==> src/rtl/hazard_ctrl_if.sv <==
// Bus between the hazard controller and the pipeline datapath.
// master: pipeline side, which drives the stage information and consumes the controls.
// slave: the hazard_ctrl side.
//   Inputs to the controller:
//     - s2 source addresses and read enables, plus halt_s2.
//     - s3 source addresses.
//     - s3/s4/s5 destination addresses and active-low write enables.
//     - sel_mem_s3 and branch_taken.
//   Outputs from the controller:
//     - stall_pc, stall_ir, flush_if, bubble_s3.
//     - fwd1_sel and fwd2_sel.
//     - halted.
//     - stall_cnt and flush_cnt.
interface hazard_ctrl_if #(
  parameter int unsigned REG_ADDR_BITS = 5,
  parameter int unsigned CNT_BITS      = 16
);
  logic [REG_ADDR_BITS-1:0] r1_addr_s2;
  logic [REG_ADDR_BITS-1:0] r2_addr_s2;
  logic                     use_r1_s2;
  logic                     use_r2_s2;
  logic                     halt_s2;
  logic [REG_ADDR_BITS-1:0] r1_addr_s3;
  logic [REG_ADDR_BITS-1:0] r2_addr_s3;
  logic [REG_ADDR_BITS-1:0] waddr_s3;
  logic [REG_ADDR_BITS-1:0] waddr_s4;
  logic [REG_ADDR_BITS-1:0] waddr_s5;
  logic                     rw_s3;
  logic                     rw_s4;
  logic                     rw_s5;
  logic                     sel_mem_s3;
  logic                     branch_taken;
  logic                     stall_pc;
  logic                     stall_ir;
  logic                     flush_if;
  logic                     bubble_s3;
  logic [1:0]               fwd1_sel;
  logic [1:0]               fwd2_sel;
  logic                     halted;
  logic [CNT_BITS-1:0]      stall_cnt;
  logic [CNT_BITS-1:0]      flush_cnt;

  modport master (
    output r1_addr_s2, r2_addr_s2, use_r1_s2, use_r2_s2, halt_s2,
           r1_addr_s3, r2_addr_s3, waddr_s3, waddr_s4, waddr_s5,
           rw_s3, rw_s4, rw_s5, sel_mem_s3, branch_taken,
    input  stall_pc, stall_ir, flush_if, bubble_s3, fwd1_sel, fwd2_sel,
           halted, stall_cnt, flush_cnt
  );

  modport slave (
    input  r1_addr_s2, r2_addr_s2, use_r1_s2, use_r2_s2, halt_s2,
           r1_addr_s3, r2_addr_s3, waddr_s3, waddr_s4, waddr_s5,
           rw_s3, rw_s4, rw_s5, sel_mem_s3, branch_taken,
    output stall_pc, stall_ir, flush_if, bubble_s3, fwd1_sel, fwd2_sel,
           halted, stall_cnt, flush_cnt
  );
endinterface

==> src/rtl/hazard_ctrl.sv <==
// Hazard and sequencing controller for the five-stage pipeline.
//   - Detects RAW hazards on decode operands and raises stall_pc, stall_ir and bubble_s3.
//   - Squashes the wrong path on a taken branch using flush_if and bubble_s3.
//   - Produces the EX forwarding selects.
//   - On halt_s2 it drains the pipeline for DRAIN_CYCLES cycles, then freezes with halted set.
//   - Keeps saturating stall and flush counters.
// Ports:
//   - clk and rst: synchronous, active-high reset.
//   - bus: the hazard_ctrl_if slave modport.
// Build option: the HAZARD_FWD_EN macro selects the forwarding build.
//   - In that build, only a load in s3 interlocks and the forwarding selects are live.
//   - Otherwise, every valid s3/s4/s5 writer interlocks and the forwarding selects are 00.
module hazard_ctrl #(
  parameter int unsigned REG_ADDR_BITS = 5,
  parameter int unsigned DRAIN_CYCLES  = 3,
  parameter int unsigned CNT_BITS      = 16
) (
  input  logic          clk,
  input  logic          rst,
  hazard_ctrl_if.slave  bus
);
  localparam int unsigned DRAIN_BITS = 4;

  localparam logic [1:0] RUN    = 2'd0;
  localparam logic [1:0] DRAIN  = 2'd1;
  localparam logic [1:0] HALTED = 2'd2;

  logic [1:0]            state, state_nxt;
  logic [DRAIN_BITS-1:0] drain_cnt, drain_nxt;
  logic [CNT_BITS-1:0]   stall_cnt_q, flush_cnt_q;
  logic                  stall_evt, flush_evt;
  logic                  hazard;
  logic                  valid_s3, valid_s4, valid_s5;
  logic                  rel_s3, rel_s4, rel_s5;
  logic                  stall_pc_c, stall_ir_c, flush_if_c, bubble_c, halted_c;
  logic [1:0]            fwd1_c, fwd2_c;

  // A stage is a valid writer when its write enable is low and its target is not r0.
  assign valid_s3 = !bus.rw_s3 && (bus.waddr_s3 != '0);
  assign valid_s4 = !bus.rw_s4 && (bus.waddr_s4 != '0);
  assign valid_s5 = !bus.rw_s5 && (bus.waddr_s5 != '0);

  function automatic logic [1:0] fwd_pick(input logic [REG_ADDR_BITS-1:0] src,
                                          input logic v4, input logic [REG_ADDR_BITS-1:0] w4,
                                          input logic v5, input logic [REG_ADDR_BITS-1:0] w5);
    if (v4 && (src == w4))      fwd_pick = 2'b01;
    else if (v5 && (src == w5)) fwd_pick = 2'b10;
    else                        fwd_pick = 2'b00;
  endfunction

`ifdef HAZARD_FWD_EN
  // With forwarding, only a load in EX cannot be bypassed in time.
  assign rel_s3 = valid_s3 && bus.sel_mem_s3;
  assign rel_s4 = 1'b0;
  assign rel_s5 = 1'b0;
  assign fwd1_c = fwd_pick(bus.r1_addr_s3, valid_s4, bus.waddr_s4, valid_s5, bus.waddr_s5);
  assign fwd2_c = fwd_pick(bus.r2_addr_s3, valid_s4, bus.waddr_s4, valid_s5, bus.waddr_s5);
`else
  logic unused_fwd_inputs;
  assign rel_s3 = valid_s3;
  assign rel_s4 = valid_s4;
  assign rel_s5 = valid_s5;
  assign fwd1_c = 2'b00;
  assign fwd2_c = 2'b00;
  assign unused_fwd_inputs = ^{bus.sel_mem_s3, bus.r1_addr_s3, bus.r2_addr_s3,
                               fwd_pick('0, 1'b0, '0, 1'b0, '0)};
`endif

  // The valid-writer terms already exclude r0, so a source of r0 can never match.
  assign hazard =
    (bus.use_r1_s2 && ((rel_s3 && bus.r1_addr_s2 == bus.waddr_s3) ||
                       (rel_s4 && bus.r1_addr_s2 == bus.waddr_s4) ||
                       (rel_s5 && bus.r1_addr_s2 == bus.waddr_s5))) ||
    (bus.use_r2_s2 && ((rel_s3 && bus.r2_addr_s2 == bus.waddr_s3) ||
                       (rel_s4 && bus.r2_addr_s2 == bus.waddr_s4) ||
                       (rel_s5 && bus.r2_addr_s2 == bus.waddr_s5)));

  // State, drain counter and saturating performance counters.
  always_ff @(posedge clk) begin
    if (rst) begin
      state       <= RUN;
      drain_cnt   <= '0;
      stall_cnt_q <= '0;
      flush_cnt_q <= '0;
    end else begin
      state     <= state_nxt;
      drain_cnt <= drain_nxt;
      if (stall_evt && (stall_cnt_q != '1)) stall_cnt_q <= stall_cnt_q + CNT_BITS'(1);
      if (flush_evt && (flush_cnt_q != '1)) flush_cnt_q <= flush_cnt_q + CNT_BITS'(1);
    end
  end

  // Next state and control outputs; a branch outranks a hazard, which outranks a halt.
  always_comb begin
    state_nxt  = state;
    drain_nxt  = drain_cnt;
    stall_pc_c = 1'b0;
    stall_ir_c = 1'b0;
    flush_if_c = 1'b0;
    bubble_c   = 1'b0;
    halted_c   = 1'b0;
    stall_evt  = 1'b0;
    flush_evt  = 1'b0;
    case (state)
      RUN: begin
        if (bus.branch_taken) begin
          flush_if_c = 1'b1;
          bubble_c   = 1'b1;
          flush_evt  = 1'b1;
        end else if (hazard) begin
          stall_pc_c = 1'b1;
          stall_ir_c = 1'b1;
          bubble_c   = 1'b1;
          stall_evt  = 1'b1;
        end else if (bus.halt_s2) begin
          // The HALT itself still moves on to s3; only fetch is frozen.
          stall_pc_c = 1'b1;
          flush_if_c = 1'b1;
          state_nxt  = DRAIN;
          drain_nxt  = '0;
        end
      end
      DRAIN: begin
        stall_pc_c = 1'b1;
        flush_if_c = 1'b1;
        drain_nxt  = drain_cnt + DRAIN_BITS'(1);
        if (drain_cnt == DRAIN_BITS'(DRAIN_CYCLES - 1)) state_nxt = HALTED;
      end
      HALTED: begin
        stall_pc_c = 1'b1;
        flush_if_c = 1'b1;
        halted_c   = 1'b1;
      end
      default: state_nxt = RUN;
    endcase
  end

  // Every output is forced low while reset is held.
  assign bus.stall_pc  = !rst && stall_pc_c;
  assign bus.stall_ir  = !rst && stall_ir_c;
  assign bus.flush_if  = !rst && flush_if_c;
  assign bus.bubble_s3 = !rst && bubble_c;
  assign bus.halted    = !rst && halted_c;
  assign bus.fwd1_sel  = rst ? 2'b00 : fwd1_c;
  assign bus.fwd2_sel  = rst ? 2'b00 : fwd2_c;
  assign bus.stall_cnt = rst ? '0 : stall_cnt_q;
  assign bus.flush_cnt = rst ? '0 : flush_cnt_q;
endmodule

==> src/flat_wrapper.sv <==
// flat-port wrapper written by rule: the top's interface ports become plain ports
module hazard_ctrl_flat 
#(
  parameter int unsigned REG_ADDR_BITS = 5,
  parameter int unsigned DRAIN_CYCLES  = 3,
  parameter int unsigned CNT_BITS      = 16
)
  (clk, rst, bus_r1_addr_s2, bus_r2_addr_s2, bus_use_r1_s2, bus_use_r2_s2, bus_halt_s2, bus_r1_addr_s3, bus_r2_addr_s3, bus_waddr_s3, bus_waddr_s4, bus_waddr_s5, bus_rw_s3, bus_rw_s4, bus_rw_s5, bus_sel_mem_s3, bus_branch_taken, bus_stall_pc, bus_stall_ir, bus_flush_if, bus_bubble_s3, bus_fwd1_sel, bus_fwd2_sel, bus_halted, bus_stall_cnt, bus_flush_cnt);
  hazard_ctrl_if #(.REG_ADDR_BITS(REG_ADDR_BITS), .CNT_BITS(CNT_BITS)) bus_i ();
  input  logic clk;
  input  logic rst;
  input wire logic [$bits(bus_i.r1_addr_s2)-1:0] bus_r1_addr_s2;
  input wire logic [$bits(bus_i.r2_addr_s2)-1:0] bus_r2_addr_s2;
  input wire logic [$bits(bus_i.use_r1_s2)-1:0] bus_use_r1_s2;
  input wire logic [$bits(bus_i.use_r2_s2)-1:0] bus_use_r2_s2;
  input wire logic [$bits(bus_i.halt_s2)-1:0] bus_halt_s2;
  input wire logic [$bits(bus_i.r1_addr_s3)-1:0] bus_r1_addr_s3;
  input wire logic [$bits(bus_i.r2_addr_s3)-1:0] bus_r2_addr_s3;
  input wire logic [$bits(bus_i.waddr_s3)-1:0] bus_waddr_s3;
  input wire logic [$bits(bus_i.waddr_s4)-1:0] bus_waddr_s4;
  input wire logic [$bits(bus_i.waddr_s5)-1:0] bus_waddr_s5;
  input wire logic [$bits(bus_i.rw_s3)-1:0] bus_rw_s3;
  input wire logic [$bits(bus_i.rw_s4)-1:0] bus_rw_s4;
  input wire logic [$bits(bus_i.rw_s5)-1:0] bus_rw_s5;
  input wire logic [$bits(bus_i.sel_mem_s3)-1:0] bus_sel_mem_s3;
  input wire logic [$bits(bus_i.branch_taken)-1:0] bus_branch_taken;
  output wire logic [$bits(bus_i.stall_pc)-1:0] bus_stall_pc;
  output wire logic [$bits(bus_i.stall_ir)-1:0] bus_stall_ir;
  output wire logic [$bits(bus_i.flush_if)-1:0] bus_flush_if;
  output wire logic [$bits(bus_i.bubble_s3)-1:0] bus_bubble_s3;
  output wire logic [$bits(bus_i.fwd1_sel)-1:0] bus_fwd1_sel;
  output wire logic [$bits(bus_i.fwd2_sel)-1:0] bus_fwd2_sel;
  output wire logic [$bits(bus_i.halted)-1:0] bus_halted;
  output wire logic [$bits(bus_i.stall_cnt)-1:0] bus_stall_cnt;
  output wire logic [$bits(bus_i.flush_cnt)-1:0] bus_flush_cnt;
  assign bus_i.r1_addr_s2 = bus_r1_addr_s2;
  assign bus_i.r2_addr_s2 = bus_r2_addr_s2;
  assign bus_i.use_r1_s2 = bus_use_r1_s2;
  assign bus_i.use_r2_s2 = bus_use_r2_s2;
  assign bus_i.halt_s2 = bus_halt_s2;
  assign bus_i.r1_addr_s3 = bus_r1_addr_s3;
  assign bus_i.r2_addr_s3 = bus_r2_addr_s3;
  assign bus_i.waddr_s3 = bus_waddr_s3;
  assign bus_i.waddr_s4 = bus_waddr_s4;
  assign bus_i.waddr_s5 = bus_waddr_s5;
  assign bus_i.rw_s3 = bus_rw_s3;
  assign bus_i.rw_s4 = bus_rw_s4;
  assign bus_i.rw_s5 = bus_rw_s5;
  assign bus_i.sel_mem_s3 = bus_sel_mem_s3;
  assign bus_i.branch_taken = bus_branch_taken;
  assign bus_stall_pc = bus_i.stall_pc;
  assign bus_stall_ir = bus_i.stall_ir;
  assign bus_flush_if = bus_i.flush_if;
  assign bus_bubble_s3 = bus_i.bubble_s3;
  assign bus_fwd1_sel = bus_i.fwd1_sel;
  assign bus_fwd2_sel = bus_i.fwd2_sel;
  assign bus_halted = bus_i.halted;
  assign bus_stall_cnt = bus_i.stall_cnt;
  assign bus_flush_cnt = bus_i.flush_cnt;
  hazard_ctrl #(.REG_ADDR_BITS(REG_ADDR_BITS), .DRAIN_CYCLES(DRAIN_CYCLES), .CNT_BITS(CNT_BITS)) u_core (.clk(clk), .rst(rst), .bus(bus_i));
endmodule
==> config.mk <==
export PLATFORM = sky130hd
export DESIGN_NAME = hazard_ctrl_flat
export DESIGN_NICKNAME = d
export VERILOG_FILES = /design/src/rtl/hazard_ctrl_if.sv /design/src/rtl/hazard_ctrl.sv /design/src/flat_wrapper.sv
export SDC_FILE = /design/constraint.sdc
export NUM_CORES = 1
export LEC_CHECK = 0
export ABC_AREA = 1
export BUFFER_PORTS_ARGS = -buffer_cell sky130_fd_sc_hd__clkbuf_2
export CAP_MARGIN = 0
export CORE_MARGIN = 5
export CORE_UTILIZATION = 53
export DETAILED_ROUTE_END_ITERATION = 7
export HOLD_SLACK_MARGIN = 0.1
export MAX_ROUTING_LAYER = met4
export PLACE_DENSITY = 0.87
export SYNTH_ARGS = -nofsm -noshare
export SYNTH_HDL_FRONTEND = slang
export SYNTH_SLANG_ARGS = --single-unit
export TNS_END_PERCENT = 50
==> constraint.sdc <==
create_clock -name clk -period 2.9 [get_ports clk]
set_input_delay 0.87 -clock clk [delete_from_list [all_inputs] [get_ports clk]]
set_output_delay 0.87 -clock clk [all_outputs]
set_load 0.01 [all_outputs]
# Yosys cells after proc, flatten, opt, wreduce, memory -nomap -nowiden

Cells that the tools add are included.

Bits in registers: 38
Input bits: 45
Output and inout port bits: 41
Logic and storage cells: 84

$add $sub $neg: 3
Equal/unequal tests: 15
Multiplexer cells: 26
Bitwise gates (word level): 1
Reduce and logical (&&, ||, !) cells: 35

Operator list:

| operator                                                                | number |
|---|---|
| 16-bit by 1-bit adder with 16-bit output, second input constant         | 2 |
| 16-bit 2-to-1 mux                                                       | 2 |
| 16-bit inequality test, second input constant                           | 2 |
| 5-bit equality test                                                     | 6 |
| 1-bit logical AND                                                       | 18 |
| 5-bit nonzero test                                                      | 3 |
| 1-bit 2-to-1 mux                                                        | 13 |
| 4-bit 2-to-1 mux                                                        | 3 |
| 2-bit 2-to-1 mux                                                        | 4 |
| 4-bit one-hot mux with 2 select lines                                   | 1 |
| 2-bit inequality test, second input constant                            | 3 |
| 2-bit one-hot mux with 3 select lines                                   | 1 |
| 1-bit logical OR                                                        | 5 |
| 5-bit AND reduction                                                     | 1 |
| 4-bit by 1-bit adder with 4-bit output, second input constant           | 1 |
| 4-bit by 2-bit equality test with 1-bit output, second input constant   | 1 |
| 1-bit zero test                                                         | 4 |
| 1-bit one-hot mux with 2 select lines                                   | 2 |
| 4-bit AND reduction                                                     | 1 |
| 2-bit by 1-bit equality test with 1-bit output, second input constant   | 1 |
| 2-bit equality test, second input constant                              | 1 |
| 2-bit zero test                                                         | 1 |
| 2-bit by 1-bit inequality test with 1-bit output, second input constant | 1 |
| 2-bit nonzero test                                                      | 1 |
| other kinds (2)                                                         | 2 |

# Logic depth before layout (Yosys ltp)

Gate-level depths: netlist of the first run.

Word-level depth: 11
Gate-level depth with buffers: 13
Mapped depth without buffers: 13

# Worst setup path after synthesis of the first run

OpenSTA, ideal clock, no wires.

Path kind: input-to-output
Start point: input bus_waddr_s5[3]
End point: output bus_stall_pc
Data arrival time: 1.972 ns
Data required time: 2.030 ns
Slack: 0.058 ns
Stages: 9
Cell sequence: or2_0 a21oi_1 nand3_1 nand3_1 nand2_2 nand2_4 buf_4 nand2_1 a21oi_1

Longest elaborated chain between the ends: 10
Elaborated cells between the ends (all ways): 15

RTL lines:

| what                                    | line                                 | text |
|---|---|---|
| start: declaration                      | flat_wrapper.sv:21                   | `input wire logic [$bits(bus_i.waddr_s5)-1:0] bus_waddr_s5;` |
| 5-bit nonzero test                      | hazard_ctrl.sv:41                    | `assign valid_s5 = !bus.rw_s5 && (bus.waddr_s5 != '0);` |
| 1-bit logical AND                       | hazard_ctrl.sv:41                    |  |
| 1-bit logical AND (on tied branches)    | hazard_ctrl.sv:73, hazard_ctrl.sv:76 |  |
| 1-bit logical OR (on tied branches)     | hazard_ctrl.sv:72, hazard_ctrl.sv:75 |  |
| 1-bit logical AND (on tied branches)    | hazard_ctrl.sv:71, hazard_ctrl.sv:74 |  |
| 1-bit logical OR *                      | hazard_ctrl.sv:73                    | `(rel_s5 && bus.r1_addr_s2 == bus.waddr_s5))) \|\|` |
| 1-bit 2-to-1 mux *                      | hazard_ctrl.sv:110                   | `end else if (hazard) begin` |
| 1-bit 2-to-1 mux *                      | hazard_ctrl.sv:106                   | `if (bus.branch_taken) begin` |
| 1-bit one-hot mux with 2 select lines * | hazard_ctrl.sv:104                   | `case (state)` |
| 1-bit logical AND *                     | hazard_ctrl.sv:139                   | `assign bus.stall_pc = !rst && stall_pc_c;` |
| end: declaration                        | flat_wrapper.sv:27                   | `output wire logic [$bits(bus_i.stall_pc)-1:0] bus_stall_pc;` |

Every way passes the cells marked *; elsewhere a longest branch is shown, timed or not.

# Worst setup path after layout of the first run

Start point: input bus_waddr_s3[3]
End point: output bus_flush_if

Longest elaborated chain between the ends: 11
Elaborated cells between the ends (all ways): 17

RTL lines:

| what                                    | line                                 | text |
|---|---|---|
| start: declaration                      | flat_wrapper.sv:19                   | `input wire logic [$bits(bus_i.waddr_s3)-1:0] bus_waddr_s3;` |
| 5-bit nonzero test                      | hazard_ctrl.sv:39                    | `assign valid_s3 = !bus.rw_s3 && (bus.waddr_s3 != '0);` |
| 1-bit logical AND                       | hazard_ctrl.sv:39                    |  |
| 1-bit logical AND (on tied branches)    | hazard_ctrl.sv:71, hazard_ctrl.sv:74 |  |
| 1-bit logical OR (on tied branches)     | hazard_ctrl.sv:71, hazard_ctrl.sv:74 |  |
| 1-bit logical OR (on tied branches)     | hazard_ctrl.sv:72, hazard_ctrl.sv:75 |  |
| 1-bit logical AND (on tied branches)    | hazard_ctrl.sv:71, hazard_ctrl.sv:74 |  |
| 1-bit logical OR *                      | hazard_ctrl.sv:73                    |  |
| 1-bit 2-to-1 mux *                      | hazard_ctrl.sv:110                   |  |
| 1-bit 2-to-1 mux *                      | hazard_ctrl.sv:106                   |  |
| 1-bit one-hot mux with 2 select lines * | hazard_ctrl.sv:104                   |  |
| 1-bit logical AND *                     | hazard_ctrl.sv:141                   | `assign bus.flush_if = !rst && flush_if_c;` |
| end: declaration                        | flat_wrapper.sv:29                   | `output wire logic [$bits(bus_i.flush_if)-1:0] bus_flush_if;` |

Marked as above.

==> results of run 1 <==
stage by stage:
step | worst slack, ns | power, mW | setup TNS (ns)
4_1_cts | -0.0416 | 1.41 | -0.0754
3_5_place_dp | -0.0972 | 0.935 | -0.234
3_3_place_gp | -0.0881 | 0.923 | -0.219
6_report | -0.0561 | 1.44 | -0.107
2_1_floorplan | 0.0584 | 0.819 | 0
5_1_grt | -0.127 | 1.52 | -0.462
layout make-up:
cell class / count / area (um^2)
clock buffer: 6 / 82.6
sequential: 38 / 761
inverter: 63 / 239
fill: 467 / 1830
multi-input combinational: 347 / 1970
tap: 72 / 90.1
clock inverter: 1 / 30.0
timing repair buffer: 78 / 468
where the power goes:
part / total (mW) / switching [mW] / internal [mW]
sequential: 0.562 / 0.0189 / 0.543
combinational: 0.419 / 0.272 / 0.148
clock: 0.461 / 0.186 / 0.275
kinds of logic (layout without fill, tap and decap cells):
group / Yosys count / in the layout / share of synthesized area
compound gates: 53 / 53 / 0.100
buf+inv: 78 / 148 / 0.109
xor+xnor: 41 / 41 / 0.122
flops: 38 / 38 / 0.258
simple gates: 241 / 241 / 0.376
other cells: 1 / 4 / 0.00127
fa+ha+maj: 8 / 8 / 0.0339
registers in the layout (all words and copies together) (netlist names):
register / count
u_core.flush_cnt_q: 16
u_core.stall_cnt_q: 16
u_core.drain_cnt: 4
u_core.state: 2
critical path: cells and delay by family:
kind / cells / cell delay [ns]
simple gates: 8 / 0.63
compound gates: 1 / 0.19
buf+inv: 4 / 0.39
final timing paths:
check | start | cells after the start | slack, ns | end
setup reg to reg | u_core.state[0]$_SDFFE_PP0P_ | 10 | 0.81 | u_core.flush_cnt_q[7]$_SDFFE_PP0P_
hold reg to reg | u_core.stall_cnt_q[3]$_SDFFE_PP0P_ | 2 | 0.48 | u_core.stall_cnt_q[3]$_SDFFE_PP0P_
setup / recovery | bus_waddr_s3[3] | 13 | -0.06 | bus_flush_if
hold / removal | u_core.stall_cnt_q[3]$_SDFFE_PP0P_ | 2 | 0.48 | u_core.stall_cnt_q[3]$_SDFFE_PP0P_
synth_stat cells, drive strengths merged:
library cell | number | area, um^2
nand3b | 4 | 30.0
nor2 | 76 | 285
dfxtp | 38 | 761
nor3b | 1 | 7.51
a21oi | 37 | 208
clkinv | 1 | 3.75
nand2 | 89 | 357
ha | 8 | 100
xnor2 | 9 | 78.8
a31oi | 1 | 6.26
nand4 | 22 | 138
xor2 | 32 | 280
buf | 11 | 70.1
nand3 | 27 | 148
o21ai | 13 | 65.1
inv | 62 | 233
or2 | 2 | 12.5
o21a | 1 | 7.51
conb | 1 | 3.75
clkbuf | 4 | 15.0
nor3 | 16 | 101
o211a | 1 | 10.0
nor4 | 4 | 31.3
what timing repair did:
action                     CTS  global route
resized for setup           11            47
setup buffers                2             1
setup endpoints to repair    4             4
pin swaps                    7            24
layer usage:
metal  track usage  share of wire
met1         0.262           0.43
met2         0.369           0.49
met3        0.0353          0.063
met4        0.0576          0.020
met5             -              0
==> metrics.csv, run 1 <==
stage;metric;value;unit
outcome;status;finished with violations;
outcome;failing checks;negative setup slack;
logic_synthesis;yosys warns;0;
logic_synthesis;Mapped Area;2950;um^2
drt;Post-Route WL;7770;um
setup_path;CP max FO;4;
logic_synthesis;Synth cell types;35;
drt;DRT Pass-1 Iters;7;
logic_synthesis;syn avg cell area;6.42;um^2
die;FP Rows;27;
sta;hold_ws;0.483;ns
setup_path;slowest CP cell;a21oi_2;
cts;clk sinks;38;
finish;# nets final;586;
place;Port-buffer cells;70;
power;total leakage power;1.61;nW
die;die area;7160;um^2
sta;Peak Freq;338;MHz
sta;Worst-Margin Slew;0.598;ns
cts;root buffer cell;clkbuf_8;
min_path;Hold WC Path Type;flip-flop to flip-flop;
drt;Vias/cell;5.32;
setup_path;critical path arrival;2.09;ns
logic_synthesis;sequential share of the synthesized area;0.258;
finish;final std cells w/o fill;605;
sta;Final Hold Viols;0;
drt;drc violations;0;
finish;Design Area, Final;3640;um^2
sta;RSZ-0062 raised after global routing;yes;
cts;total CTS buffers;5;
setup_path;Startpoint Class;primary input;
place;hpwl dp;5610;um
place;Final GP Congestion;0.912;
sta;Max Slew Vio Count;0;
run;Max-Cap Viols;0;
global_routing;initial antenna violation count;0;
finish;post-layout util;0.665;
drt;final antenna-violating net count;0;
global_routing;first-pass GRT wire length;12800;um
drt;Iteration-0 DRC Markers;209;
sta;Final min period;2.96;ns
die;Die Y;84.6;um
die;Chip Width;84.6;um
cts;clk buf depth;2;
cts;clock transition at the registers of the reported paths;0.07;ns
die;initial core utilization;0.539;
place;DP Cell Count;595;
die;Placeable Area;5470;um^2
sta;Tcrit/Tclk final;1.02;
sta;Rel. slew slack;0.597;
cts;CTS Hold Bufs;0;
finish;commonest non-fill, non-tap cell in the layout;nand2_1;
finish;share of cells above drive strength 1;0.240;
power;Power Dens Cells;396;nW/um^2
setup_path;crit-path max cell delay;0.19;ns
global_routing;largest net degree at the start of global routing;42;
power;maximum vdd ir drop;0.277;mV
setup_path;CP Cell Sequence;buf_6 > inv_4 > buf_4 > nand2_1 > nand2_1 > nand2_1 > nor2_1 > nand3_1 > nand3_1 > nand2_2 > nand4_1 > a21oi_2 > buf_2;
setup_path;CP required;2.03;ns
setup_path;Most common cell on crit path;nand2_1;
finish;most frequent cells in the layout;nand2_1 (78), nor2_1 (70), clkbuf_2 (57);
cts;H-tree depth;2;
logic_synthesis;Gate Count Post-Synth;460;
sta;Worst Skew;0.00654;ns
drt;Routed wire per std cell;12.8;um
setup_path;Worst Setup Path Type;primary input to primary output;
setup_path;CP endpoint kind;primary output;
cts;CTS tree;done;
drt;via count;3221;
logic_synthesis;Synth Register Bits;38;
finish;Antenna Diode Count;0;
finish;P&R area growth vs syn;23.3;%
sta;Setup WS post-layout;-0.0561;ns
global_routing;GR Util All Layers;0.216;
global_routing;vias in the first global route;3047;
cts;later-pin clock latency in the skew report;0.29;ns
global_routing;total gr overflow;0;
sta;final setup fails;3;
place;Post-DP Area;3360;um^2
die;# IOs;86;
Note: power is estimated with default switching activity, not from simulation.
==> run 2: changes to the inputs <==
--- a/config.mk
+++ b/config.mk
@@ -5,15 +5,14 @@
 export SDC_FILE = /design/constraint.sdc
 export NUM_CORES = 1
 export LEC_CHECK = 0
-export ABC_AREA = 1
 export BUFFER_PORTS_ARGS = -buffer_cell sky130_fd_sc_hd__clkbuf_2
 export CAP_MARGIN = 0
 export CORE_MARGIN = 5
-export CORE_UTILIZATION = 53
+export CORE_UTILIZATION = 51
 export DETAILED_ROUTE_END_ITERATION = 7
 export HOLD_SLACK_MARGIN = 0.1
 export MAX_ROUTING_LAYER = met4
-export PLACE_DENSITY = 0.87
+export PLACE_DENSITY = 0.86
 export SYNTH_ARGS = -nofsm -noshare
 export SYNTH_HDL_FRONTEND = slang
 export SYNTH_SLANG_ARGS = --single-unit
==> run 2 against run 1 <==
Against the previous run: largest power group unchanged; clock power shrank 5.2%; largest cell class unchanged; sequential share of layout area grew 1.0 points; setup slack got worse by 0.55 ns; final cell count is 19% lower; design area is 4.7% lower; clock skew is 0.0036 ns higher; non-clock buffer count up 16; the run still ends with negative setup slack left; maximum frequency is 16% lower; global-route usage barely moved; worst hold slack improved by 0.024 ns; critical path type unchanged.
==> metrics.csv, run 2 <==
stage;metric;value;unit
finish;P&R area growth vs syn;29.6;%
power;sw power;332;uW
power;Int Pwr;901;uW
logic_synthesis;ys async rst share;0;
setup_path;Most common cell on crit path;nor2_4;
power;Overall Power;1.23;mW
sta;Worst-Margin Slew;0.595;ns
drt;Post-Route WL;7170;um
power;sequential share of power;0.438;
logic_synthesis;Synth cell types;53;
global_routing;largest net degree at the start of global routing;44;
logic_synthesis;Gate Count Post-Synth;332;
setup_path;CP Cell Sequence;clkbuf_2 > or4_4 > nor2_4 > nor4_4 > o31a_2 > nor2_4 > a211oi_2 > nor4_2 > buf_2;
setup_path;Startpoint Class;primary input;
drt;drc violations;0;
cts;CTS tree;done;
place;worst slack at placement;-0.637;ns
min_path;Hold WC Path Type;flip-flop to flip-flop;
sta;Worst Skew;0.0102;ns
die;initial core utilization;0.524;
run;Max-Cap Viols;0;
sta;RSZ-0062 raised after global routing;yes;
drt;Routed wire per std cell;14.6;um
power;maximum vdd ir drop;0.185;mV
logic_synthesis;Mapped Area;2680;um^2
power;Sw Ratio;0.269;
finish;final std cells w/o fill;490;
drt;DRT Pass-1 Iters;4;
outcome;status;finished with violations;
setup_path;CP max FO;3;
setup_path;critical path's top delay family;simple AND/OR/NAND/NOR gates;
power;total leakage power;1.42;nW
global_routing;initial antenna violation count;0;
logic_synthesis;Synth Register Bits;38;
drt;Iteration-0 DRC Markers;125;
cts;root buffer cell;clkbuf_8;
die;die area;6790;um^2
logic_synthesis;Post-synth EDFFs;0;
finish;commonest non-fill, non-tap cell in the layout;clkbuf_2;
sta;Final Hold Viols;0;
die;Die Y;82.4;um
sta;Tcrit/Tclk final;1.21;
finish;most frequent cells in the layout;clkbuf_2 (69), dfxtp_1 (38), nor2_1 (35);
global_routing;first-pass GRT wire length;11200;um
place;hpwl dp;5340;um
logic_synthesis;top cell type's share of synthesized area;0.284;
place;Final GP Congestion;0.848;
cts;clk sinks;38;
logic_synthesis;largest cells by area after synthesis;dfxtp_1 (28%), xnor2_1 (9.2%), nor2b_1 (8.0%);
global_routing;total gr overflow;0;
finish;share of cells above drive strength 1;0.333;
cts;later-pin clock latency in the skew report;0.29;ns
cts;clk buf depth;2;
die;Placeable Area;5110;um^2
cts;H-tree depth;2;
cts;total CTS buffers;5;
global_routing;GR Util All Layers;0.216;
die;Chip Width;82.4;um
sta;setup TNS;-3.61;ns
setup_path;Worst Setup Path Type;primary input to primary output;
sta;Setup WS post-layout;-0.610;ns
cts;clock transition at the registers of the reported paths;0.07;ns
setup_path;CP required;2.03;ns
finish;Antenna Diode Count;0;
die;FP Rows;26;
power;clock share of power;0.355;
outcome;failing checks;negative setup slack;
sta;Max Slew Vio Count;0;
setup_path;Crit path buffers/inverters;2;
setup_path;R2R Setup Slk;0.59;ns
logic_synthesis;yosys warns;0;
sta;final setup fails;20;
power;Power Dens Cells;356;nW/um^2
setup_path;crit-path max cell delay;0.53;ns
logic_synthesis;syn avg cell area;8.06;um^2
cts;CTS Hold Bufs;0;
setup_path;CP endpoint kind;primary output;
sta;Rel. slew slack;0.603;
finish;largest registers;u_core.flush_cnt_q: 16 flops, u_core.stall_cnt_q: 16 flops, u_core.drain_cnt: 4 flops;
die;# IOs;86;
power;Comb power frac;0.207;
drt;final antenna-violating net count;0;
setup_path;critical path arrival;2.64;ns
drt;via count;2732;
logic_synthesis;Main synth FF type;dfxtp_1;
place;Port-buffer cells;70;
drt;Vias/cell;5.58;
sta;Peak Freq;285;MHz
finish;# nets final;472;
global_routing;vias in the first global route;2519;
place;DP Cell Count;480;
logic_synthesis;sequential share of the synthesized area;0.284;
logic_synthesis;most common library cells after synthesis;dfxtp_1 (38), nor2_1 (38), nor2b_1 (34);
sta;Final min period;3.51;ns
logic_synthesis;area leader, netlist;dfxtp_1;
setup_path;slowest CP cell;or4_4;
run 2: cell count changes after synthesis, sizes merged, moves of 7 or more:
cell / delta
a21oi: -27
inv: -52
mux2: +14
nand2: -69
nand3: -12
nand4: -13
nor2: -37
nor2b: +34
o21ai: -7
xnor2: +19
xor2: -17
run 2: metal layers:
layer  track usage  share of wire
met1         0.243           0.41
met3        0.0423          0.050
met2         0.381           0.52
met5             -              0
met4        0.0714          0.022
run 2: worst register-to-register path: cells and delay by family (launching register included):
| kind | cells | cell delay [ns] |
|---|---|---|
| adder cells (fa/ha/maj) | 1 | 0.32 |
| multiplexers | 1 | 0.28 |
| buffers and inverters | 3 | 0.46 |
| AO/OA/AOI/OAI | 1 | 0.08 |
| flip-flops | 1 | 0.36 |
| AND/OR/NAND/NOR | 2 | 0.72 |
run 2: cell type report:
class | count | area, um^2
Clock buffer | 7 | 76.3
Clock inverter | 1 | 30.0
Fill cell | 427 | 1640
Inverter | 10 | 37.5
Multi-Input combinational cell | 270 | 1930
Sequential cell | 38 | 761
Tap cell | 70 | 87.6
Timing Repair Buffer | 94 | 543
run 2: what timing repair did:
| action | in CTS | in global routing |
|---|---|---|
| endpoints found under the setup margin | 15 | 22 |
| pin swaps | 3 | 9 |
| hold endpoints to repair | 0 | 0 |
| resized for setup | 7 | 7 |
| setup buffers | 0 | 2 |
run 2: cells by family (layout without fill, tap and decap cells):
| family | Yosys count | in the layout | synth area share |
|---|---|---|---|
| mux | 16 | 16 | 0.0678 |
| flops | 38 | 38 | 0.284 |
| buf+inv | 27 | 112 | 0.0468 |
| other cells | 1 | 4 | 0.00140 |
| fa+ha+maj | 8 | 8 | 0.0374 |
| xor+xnor | 43 | 43 | 0.141 |
| simple gates | 163 | 163 | 0.326 |
| compound gates | 36 | 36 | 0.0959 |
run 2: final timing paths:
path	depth (start not counted)	start	to
max	9	bus_waddr_s5[3]	bus_flush_if
min	2	u_core.state[1]$_SDFFE_PP0P_	u_core.state[1]$_SDFFE_PP0P_
max reg2reg	8	u_core.state[0]$_SDFFE_PP0P_	u_core.stall_cnt_q[13]$_SDFFE_PP0P_
min reg2reg	2	u_core.state[1]$_SDFFE_PP0P_	u_core.state[1]$_SDFFE_PP0P_
run 2: per-stage QoR:
| step | utilization | hold slack [ns] | area, um^2 |
|---|---|---|---|
| after floorplan | - | 0.467 | 2750 |
| after global placement | 0.640 | 0.480 | 3270 |
| after detailed placement | 0.640 | 0.494 | 3270 |
| after CTS | 0.669 | 0.507 | 3420 |
| after global routing | 0.679 | 0.531 | 3470 |
| final | 0.679 | 0.507 | 3470 |
run 2: power groups by stage:
stage | Combinational (mW) | Sequential (mW) | Clock (mW)
6_report | 0.256 | 0.540 | 0.437
5_1_grt | 0.276 | 0.542 | 0.466
4_1_cts | 0.245 | 0.540 | 0.443
3_5_place_dp | 0.236 | 0.551 | 0
3_3_place_gp | 0.226 | 0.550 | 0
2_1_floorplan | 0.145 | 0.549 | 0
==> run 3: changes to the inputs <==
--- a/config.mk
+++ b/config.mk
@@ -12,7 +12,7 @@
 export DETAILED_ROUTE_END_ITERATION = 7
 export HOLD_SLACK_MARGIN = 0.1
 export MAX_ROUTING_LAYER = met4
-export PLACE_DENSITY = 0.86
+export PLACE_DENSITY = 0.8
 export SYNTH_ARGS = -nofsm -noshare
 export SYNTH_HDL_FRONTEND = slang
 export SYNTH_SLANG_ARGS = --single-unit
==> run 3 against run 2 <==
Against the previous run: the run still ends with negative setup slack left; critical path type unchanged; sequential share of layout area decreased by 1.5 points; sequential power barely moved; combinational power increased by 3%; clock skew shrank 0.0041 ns; clock-buffer cell count down 1; critical path depth unchanged; via count is essentially flat; global-route usage fell by 0.88 points.
==> metrics.csv, run 3 (synthesized netlist as in run 2, its figures left out) <==
stage;metric;value;unit
outcome;status;finished with violations;
outcome;failing checks;negative setup slack;
drt;Post-Route WL;7200;um
place;hpwl dp;5010;um
setup_path;CP endpoint kind;primary output;
finish;most frequent cells in the layout;clkbuf_2 (66), dfxtp_1 (38), nor2_1 (35);
sta;Tcrit/Tclk final;1.23;
drt;final antenna-violating net count;0;
setup_path;reg2reg start;u_core.stall_cnt_q[3]$_SDFFE_PP0P_;
die;Chip Width;82.4;um
sta;Worst-Margin Slew;0.740;ns
global_routing;first-pass GRT wire length;10900;um
cts;clk sinks;38;
finish;# nets final;483;
setup_path;Crit path buffers/inverters;2;
setup_path;Worst Setup Path Type;primary input to primary output;
finish;P&R area growth vs syn;39.1;%
sta;Max Slew Vio Count;0;
global_routing;vias in the first global route;2485;
place;Port-buffer cells;70;
setup_path;CP required;2.03;ns
sta;setup TNS;-8.39;ns
sta;Rel. slew slack;0.504;
setup_path;slowest CP cell;or4_4;
finish;Antenna Diode Count;0;
drt;Vias/cell;5.47;
sta;Final min period;3.55;ns
cts;clock transition at the registers of the reported paths;0.07;ns
finish;share of cells above drive strength 1;0.381;
min_path;hold path start;u_core.flush_cnt_q[9]$_SDFFE_PP0P_;
global_routing;GR Util All Layers;0.207;
drt;Iteration-0 DRC Markers;146;
die;FP Rows;26;
die;# IOs;86;
cts;CTS tree;done;
setup_path;crit-path max cell delay;0.54;ns
min_path;Hold WC Path Type;flip-flop to flip-flop;
die;die area;6790;um^2
drt;drc violations;0;
cts;H-tree depth;2;
place;Final GP Congestion;0.876;
sta;Final Hold Viols;0;
cts;root buffer cell;clkbuf_8;
cts;clk buf depth;2;
die;initial core utilization;0.524;
setup_path;CP Cell Sequence;clkbuf_2 > or4_4 > nor2_4 > nor4_2 > o31a_1 > nor2_2 > a211oi_1 > nor4_2 > buf_2;
finish;final-layout fill cell count;394;
sta;Worst Skew;0.00606;ns
power;Power Dens Cells;341;nW/um^2
sta;Peak Freq;281;MHz
power;total leakage power;1.53;nW
die;Placeable Area;5110;um^2
min_path;worst hold endpoint;u_core.flush_cnt_q[9]$_SDFFE_PP0P_;
setup_path;R2R Setup Slk;-0.02;ns
setup_path;Most common cell on crit path;nor4_2;
drt;DRT Pass-1 Iters;4;
setup_path;critical path's top delay family;simple AND/OR/NAND/NOR gates;
sta;final setup fails;25;
finish;final std cells w/o fill;500;
setup_path;CP max FO;3;
die;Die Y;82.4;um
finish;commonest non-fill, non-tap cell in the layout;clkbuf_2;
cts;later-pin clock latency in the skew report;0.29;ns
finish;largest registers;u_core.flush_cnt_q: 16 flops, u_core.stall_cnt_q: 16 flops, u_core.drain_cnt: 4 flops;
global_routing;initial antenna violation count;0;
drt;via count;2734;
run;Max-Cap Viols;0;
setup_path;reg2reg end;u_core.stall_cnt_q[6]$_SDFFE_PP0P_;
setup_path;critical path arrival;2.68;ns
finish;post-layout util;0.729;
sta;RSZ-0062 raised after global routing;yes;
drt;Routed wire per std cell;14.4;um
min_path;hold path cells;2;
setup_path;Startpoint Class;primary input;
setup_path;worst r2r path cells;8;
sta;Setup WS post-layout;-0.653;ns
cts;total CTS buffers;5;
place;DP Cell Count;482;
global_routing;largest net degree at the start of global routing;32;
global_routing;total gr overflow;0;
power;maximum vdd ir drop;0.196;mV
-- run 3: final cells by class --
| type | count | area, um^2 | area share |
|---|---|---|---|
| inverters | 10 | 37.5 | 0.0101 |
| clock inverters | 1 | 30.0 | 0.00807 |
| well taps | 70 | 87.6 | 0.0235 |
| multi-input cells | 270 | 2020 | 0.543 |
| repair buffers | 105 | 701 | 0.188 |
| clock buffers | 6 | 82.6 | 0.0222 |
| flip-flops and latches | 38 | 761 | 0.204 |
-- run 3: power breakdown --
| group | internal (mW) | total (mW) | switching [mW] |
|---|---|---|---|
| combinational | 0.125 | 0.264 | 0.139 |
| sequential | 0.530 | 0.539 | 0.00868 |
| clock | 0.275 | 0.466 | 0.191 |
-- run 3: worst max-delay path by stage --
stage          cells past startpoint            start           end
2_1_floorplan                      7  bus_waddr_s3[0]  bus_flush_if
3_3_place_gp                       9  bus_waddr_s5[0]  bus_flush_if
3_5_place_dp                       9  bus_waddr_s5[0]  bus_flush_if
4_1_cts                            9  bus_waddr_s5[0]  bus_flush_if
5_1_grt                            9  bus_waddr_s3[0]  bus_flush_if
6_report                           9  bus_waddr_s3[0]  bus_flush_if
-- run 3: timing repair --
action / 4_1_cts / 5_1_grt
gates resized for setup: 25 / 28
setup buffers: 6 / 7
pin swaps: 10 / 9
hold buffers: 0 / 0
setup endpoints to repair: 10 / 26
-- run 3: per-stage QoR --
stage               instance area [um^2]  worst slack (ns)  hold WS [ns]  total power [mW]
global placement                    3300            -0.548         0.486             0.780
finish                              3720            -0.653         0.506              1.27
CTS                                 3570            -0.612         0.506              1.26
detailed placement                  3300            -0.579         0.496             0.788
floorplan                           2750            -0.349         0.467             0.694
global route                        3720            -0.717         0.534              1.32
-- run 3: per-layer routing --
metal / up-vias / part of all wire / global-route usage
met1: 1273 / 0.42 / 0.242
li1: 1363 / - / -
met3: 18 / 0.049 / 0.0358
met5: - / 0 / -
met2: 80 / 0.51 / 0.362
met4: 0 / 0.022 / 0.0615
-- run 3: tightest hold or removal path, cell delays in order, from the launching register on --
cell     delay [ns]
dfxtp_1        0.33
o21ai_0        0.07
a21oi_1        0.06
